## src/rtl/uart_tx_if.sv

```systemverilog
// Byte handshake between a producer and the uart_tx serialiser.
// The producer drives tx_data/tx_valid and the transmitter drives tx_ready.
interface uart_tx_if;
    logic [7:0] tx_data;
    logic       tx_valid;
    logic       tx_ready;

    modport master (output tx_data, output tx_valid, input  tx_ready);
    modport slave  (input  tx_data, input  tx_valid, output tx_ready);
endinterface

```

## src/rtl/uart_tx.sv

```systemverilog
// UART transmitter: start bit, 8 data bits LSB first, optional even parity,
// then STOP_BITS stop bits. The bit period comes from an internal divider.
// Optional feature macro: UART_TX_PARITY_EN (adds the even-parity bit).
module uart_tx #(
    parameter int CLKS_PER_BIT = 16,
    parameter int STOP_BITS    = 1
) (
    input  logic      clk,
    input  logic      rst_n,
    uart_tx_if.slave  bus,
    output logic      tx,
    output logic      busy
);

    localparam int            CW        = $clog2(CLKS_PER_BIT);
    localparam logic [CW-1:0] CNT_MAX   = CW'(CLKS_PER_BIT - 1);
    localparam logic          STOP_LAST = (STOP_BITS == 2) ? 1'b1 : 1'b0;

    typedef enum logic [2:0] {
        S_IDLE,
        S_START,
        S_DATA,
`ifdef UART_TX_PARITY_EN
        S_PARITY,
`endif
        S_STOP
    } state_t;

    state_t        state_q, state_d;
    logic [CW-1:0] cnt_q, cnt_d;
    logic [2:0]    bit_q, bit_d;
    logic          stop_q, stop_d;
    logic [7:0]    shift_q, shift_d;
    logic          tx_d;
    logic          tick;
`ifdef UART_TX_PARITY_EN
    logic          parity_q, parity_d;
`endif

    assign tick         = (cnt_q == CNT_MAX);
    // tx_ready comes straight from the state register, never from tx_valid.
    assign bus.tx_ready = (state_q == S_IDLE);
    assign busy         = (state_q != S_IDLE);

    // Next-state, divider, shift register and next line level.
    always_comb begin
        // NOTE: every signal gets a default first so no path leaves it unassigned (no latches).
        state_d  = state_q;
        cnt_d    = cnt_q;
        bit_d    = bit_q;
        stop_d   = stop_q;
        shift_d  = shift_q;
`ifdef UART_TX_PARITY_EN
        parity_d = parity_q;
`endif
        if (state_q != S_IDLE) begin
            cnt_d = tick ? '0 : cnt_q + 1'b1;
        end

        case (state_q)
            S_IDLE: begin
                if (bus.tx_valid) begin
                    state_d  = S_START;
                    cnt_d    = '0;
                    bit_d    = '0;
                    stop_d   = 1'b0;
                    shift_d  = bus.tx_data;
`ifdef UART_TX_PARITY_EN
                    parity_d = ^bus.tx_data;
`endif
                end
            end
            S_START: begin
                if (tick) state_d = S_DATA;
            end
            S_DATA: begin
                if (tick) begin
                    shift_d = {1'b0, shift_q[7:1]};
                    bit_d   = bit_q + 3'd1;
                    if (bit_q == 3'd7) begin
`ifdef UART_TX_PARITY_EN
                        state_d = S_PARITY;
`else
                        state_d = S_STOP;
`endif
                    end
                end
            end
`ifdef UART_TX_PARITY_EN
            S_PARITY: begin
                if (tick) state_d = S_STOP;
            end
`endif
            S_STOP: begin
                if (tick) begin
                    if (stop_q == STOP_LAST) begin
                        state_d = S_IDLE;
                        stop_d  = 1'b0;
                    end else begin
                        stop_d  = stop_q + 1'b1;
                    end
                end
            end
            default: state_d = S_IDLE;
        endcase

        // Line level follows the state being entered so tx stays registered.
        case (state_d)
            S_START:  tx_d = 1'b0;
            S_DATA:   tx_d = shift_d[0];
`ifdef UART_TX_PARITY_EN
            S_PARITY: tx_d = parity_d;
`endif
            default:  tx_d = 1'b1;
        endcase
    end

    // State and datapath registers; reset forces an idle, high line at once.
    always_ff @(posedge clk or negedge rst_n) begin
        if (!rst_n) begin
            state_q  <= S_IDLE;
            cnt_q    <= '0;
            bit_q    <= '0;
            stop_q   <= 1'b0;
            shift_q  <= '0;
            tx       <= 1'b1;
`ifdef UART_TX_PARITY_EN
            parity_q <= 1'b0;
`endif
        end else begin
            // NOTE: non-blocking assignments so every register sees pre-edge values.
            state_q  <= state_d;
            cnt_q    <= cnt_d;
            bit_q    <= bit_d;
            stop_q   <= stop_d;
            shift_q  <= shift_d;
            tx       <= tx_d;
`ifdef UART_TX_PARITY_EN
            parity_q <= parity_d;
`endif
        end
    end

endmodule
```

## src/flat_wrapper.sv

```systemverilog
// flat-port wrapper written by rule: the top's interface ports become plain ports
module uart_tx_flat 
#(
    parameter int CLKS_PER_BIT = 16,
    parameter int STOP_BITS    = 1
)
  (clk, rst_n, tx, busy, bus_tx_data, bus_tx_valid, bus_tx_ready);
  uart_tx_if bus_i ();
  input  logic clk;
  input  logic rst_n;
  output logic tx;
  output logic busy;
  input wire logic [$bits(bus_i.tx_data)-1:0] bus_tx_data;
  input wire logic [$bits(bus_i.tx_valid)-1:0] bus_tx_valid;
  output wire logic [$bits(bus_i.tx_ready)-1:0] bus_tx_ready;
  assign bus_i.tx_data = bus_tx_data;
  assign bus_i.tx_valid = bus_tx_valid;
  assign bus_tx_ready = bus_i.tx_ready;
  uart_tx #(.CLKS_PER_BIT(CLKS_PER_BIT), .STOP_BITS(STOP_BITS)) u_core (.clk(clk), .rst_n(rst_n), .bus(bus_i), .tx(tx), .busy(busy));
endmodule
```

## config.mk

```make
export PLATFORM = sky130hd
export DESIGN_NAME = uart_tx_flat
export DESIGN_NICKNAME = d
export VERILOG_FILES = /design/src/rtl/uart_tx_if.sv /design/src/rtl/uart_tx.sv /design/src/flat_wrapper.sv
export SDC_FILE = /design/constraint.sdc
export NUM_CORES = 1
export LEC_CHECK = 0
export BUFFER_PORTS_ARGS = -buffer_cell sky130_fd_sc_hd__buf_2
export CORE_AREA = 4 4 42 58
export CTS_CLUSTER_DIAMETER = 50
export DETAILED_ROUTE_END_ITERATION = 16
export DIE_AREA = 0 0 46 62
export PLACE_DENSITY = 0.81
export SYNTH_ARGS = -nofsm -noshare
export SYNTH_HDL_FRONTEND = slang
export SYNTH_SLANG_ARGS = --single-unit
export TNS_END_PERCENT = 100
```

## constraint.sdc

```tcl
create_clock -name clk -period 1.95 [get_ports clk]
set_input_delay 0.39 -clock clk [delete_from_list [all_inputs] [get_ports clk]]
set_output_delay 0.39 -clock clk [all_outputs]
set_load 0.1 [all_outputs]
```

==> results.md <==
- Top-Level Pins: 14
- DRC viols: 0
- Data arrival, critical path: 1500 ps
- Max-Cap Viols: 0
- Yosys cell types: 38
- Worst r2r src: u_core.state_q[1]
- Sequential-to-total area share from yosys stat: 48.6%
- Gpl congestion: 0.699
- Final WS setup: 64.3 ps
- Core Area: 1950 sq um
- DP HPWL: 1.44 mm
- Die height: 62 um
- Period utilization: 96.7%
- Critical Path RT: 1560 ps
- Reg clk slew, reported paths: 100 ps
- Final hold violation count: 0
- GRT Util Overall: 16.1%
- Starting Density: 50.3%
- P&R area growth vs syn: 16.2%
- H-Tree Depth: 1
- Die area: 2850 sq um
- Gr ovfl total: 0
- Detailed Routing Iterations Pass 1: 4
- Vias in the first global route: 770
- Worst skew pair latency: 300 ps
- Post-synthesis instance total: 98
- # setup viols final: 0
- #FFs+latches synth: 19
- R2R cell count: 5
- Wire per inst: 13.9 um
- Worst-path fanout max: 8
- P per Cell Area: 791 nW/um^2
- Die X: 46 um
- Period minus WS final: 1890 ps
- CTS Buf Count: 3
- Clock sinks: 19
- Ys Warns: 0
- Row count: 19
- Hold Path Class: input port to asynchronous set/reset pin
- First-pass GRT wire length: 3.29 mm
- Slew Limit Fails: 0
- RSZ-0062 raised after global routing: false
- Routed WL: 1.88 mm
- Status: completed
- TNS Setup: 0 ps
- CTS tree: yes
- Layout cell share with drive strength beyond 1: 28.9%
- Post-Syn Area: 981 sq um
- Iter 0 DRT Violations: 21
- CTS max path bufs: 2
- Vias per inst: 5.70
- Leakage power: 0.545 nW
- CTS Root Cell: clkbuf_4
- Average size of a mapped cell: 10.0 sq um
- Pin count of the biggest net entering global routing: 20
- Crit start category: register
- Worst setup EP type: primary output
- CP Class: register to primary output
- Hold_ws: 9.38 ps
- Maximum clock rate: 530 MHz
- FF-to-FF setup slack: 310 ps
- Syn_nets: 112
- I/O Buffers: 13
- Setup Skew: 2.05 ps
- Worst VDD drop: 0.498 mV
- ANT cells: 0
- Nets@finish: 129
- DP Worst Slack: 278 ps
- Initial antenna violation count: 0
- Final ANT Viol Nets: 0
- Reg2reg end: u_core.tx
- Via count: 770
-- layer usage --
layer  up-vias  track usage (%)  part of all wire [%]
met2        16             28.7                    52
met3         5             1.73                   4.6
met4         0             9.76                   2.8
met5         -                0                     0
met1       365             17.9                    40
li1        384                -                     -
-- cell families after synthesis --
logic type / Yosys count / synth area share (%)
buffers and inverters: 9 / 4.85
xor gates and xnor gates: 1 / 0.893
other: 1 / 0.382
DFF: 19 / 48.6
adders and majority gates: 3 / 3.83
AOI/OAI and AO/OA: 27 / 20.3
and+or+nand+nor: 37 / 20.0
muxes: 1 / 1.15
-- layout by cell type, fill, tap and decap left out, types with 2 or more instances in the layout --
cell type   n
ha_1        3
buf_2      11
clkbuf_4    3
a22oi_1     6
buf_12      2
dfrtp_1    18
nand3_1     2
o21ai_1     2
buf_4       5
nand2_1    21
o21ai_0     7
nor2_1      5
a21oi_1     2
inv_1       2
-- worst max-delay path: stages (launching register included) --
cell     delay [ps]
dfrtp_1         490
or3_4           430
inv_6           100
buf_12          170
-- cells in the mapped netlist --
cell      instances  share of area (%)
a21bo_2           1                1.0
a21oi_1           2                1.0
a21oi_2           1               0.89
a221oi_1          1               0.89
a22o_1            1               0.89
a22oi_1           6                4.6
a311oi_1          1               0.89
a32o_1            1                1.0
a32oi_2           1                1.7
and2_1            1               0.64
and3_1            1               0.64
buf_2             2                1.0
buf_4             1               0.77
buf_6             1                1.1
clkbuf_1          2               0.77
conb_1            1               0.38
dfrtp_1          18                 46
dfstp_2           1                2.7
ha_1              3                3.8
inv_1             2               0.77
inv_2             1               0.38
mux2_2            1                1.1
nand2_1          21                8.0
nand2_2           1               0.64
nand3_1           2                1.0
nand3b_1          1               0.77
nand4_1           1               0.64
nor2_1            5                1.9
nor3b_2           1                1.3
nor4b_4           1                2.4
o211ai_1          1               0.77
o211ai_2          1                1.3
o21ai_0           7                3.6
o21ai_1           2                1.0
o31ai_1           1               0.77
or3_1             1               0.64
or4b_4            1                1.4
xor2_1            1               0.89
-- power by group --
group / internal, W / switching, W / total, W
combinational: 0.0000751 / 0.000116 / 0.000191
clock: 0.0000799 / 0.000117 / 0.000197
sequential: 0.000458 / 0.0000549 / 0.000513
-- area by class of cell --
cell class,count,area (sq um)
Fill cell,175,810
Sequential cell,19,477
Multi-Input combinational cell,70,462
Timing Repair Buffer,18,133
Clock buffer,4,26.3
Tap cell,21,26.3
Inverter,3,16.3
-- worst max path at each step --
stage                     slack (ps)  cells past startpoint            to              start
after floorplan                  150                      4  bus_tx_ready  u_core.state_q[0]
after global placement           320                      3  bus_tx_ready  u_core.state_q[2]
after detailed placement         280                      3  bus_tx_ready  u_core.state_q[2]
after CTS                         60                      3  bus_tx_ready  u_core.state_q[2]
after global routing              20                      3  bus_tx_ready  u_core.state_q[2]
final                             60                      3  bus_tx_ready  u_core.state_q[2]
-- repair_timing --
item                                    CTS  global route
setup buffers                             0             0
endpoints found under the setup margin    1             0
hold buffers                              0             0
resized for setup                         1             0
-- flip-flops by register name, summed over array words and instances (netlist names) --
register / flops
u_core.shift_q: 8
u_core.cnt_q: 4
u_core.bit_q: 3
u_core.state_q: 3
u_core.tx: 1
-- stage by stage --
| step | cell area (sq um) | cells | power [W] | utilization [%] |
|---|---|---|---|---|
| 6_report | 1140 | 135 | 0.000901 | 58.5 |
| 3_3_place_gp | 1110 | 131 | 0.000702 | 56.9 |
| 4_1_cts | 1140 | 135 | 0.000913 | 58.5 |
| 5_1_grt | 1140 | 135 | 0.000961 | 58.5 |
| 2_1_floorplan | 990 | 98 | 0.000644 | - |
| 3_5_place_dp | 1110 | 131 | 0.000715 | 56.9 |
No activity file was read; power rests on OpenSTA's default activity.
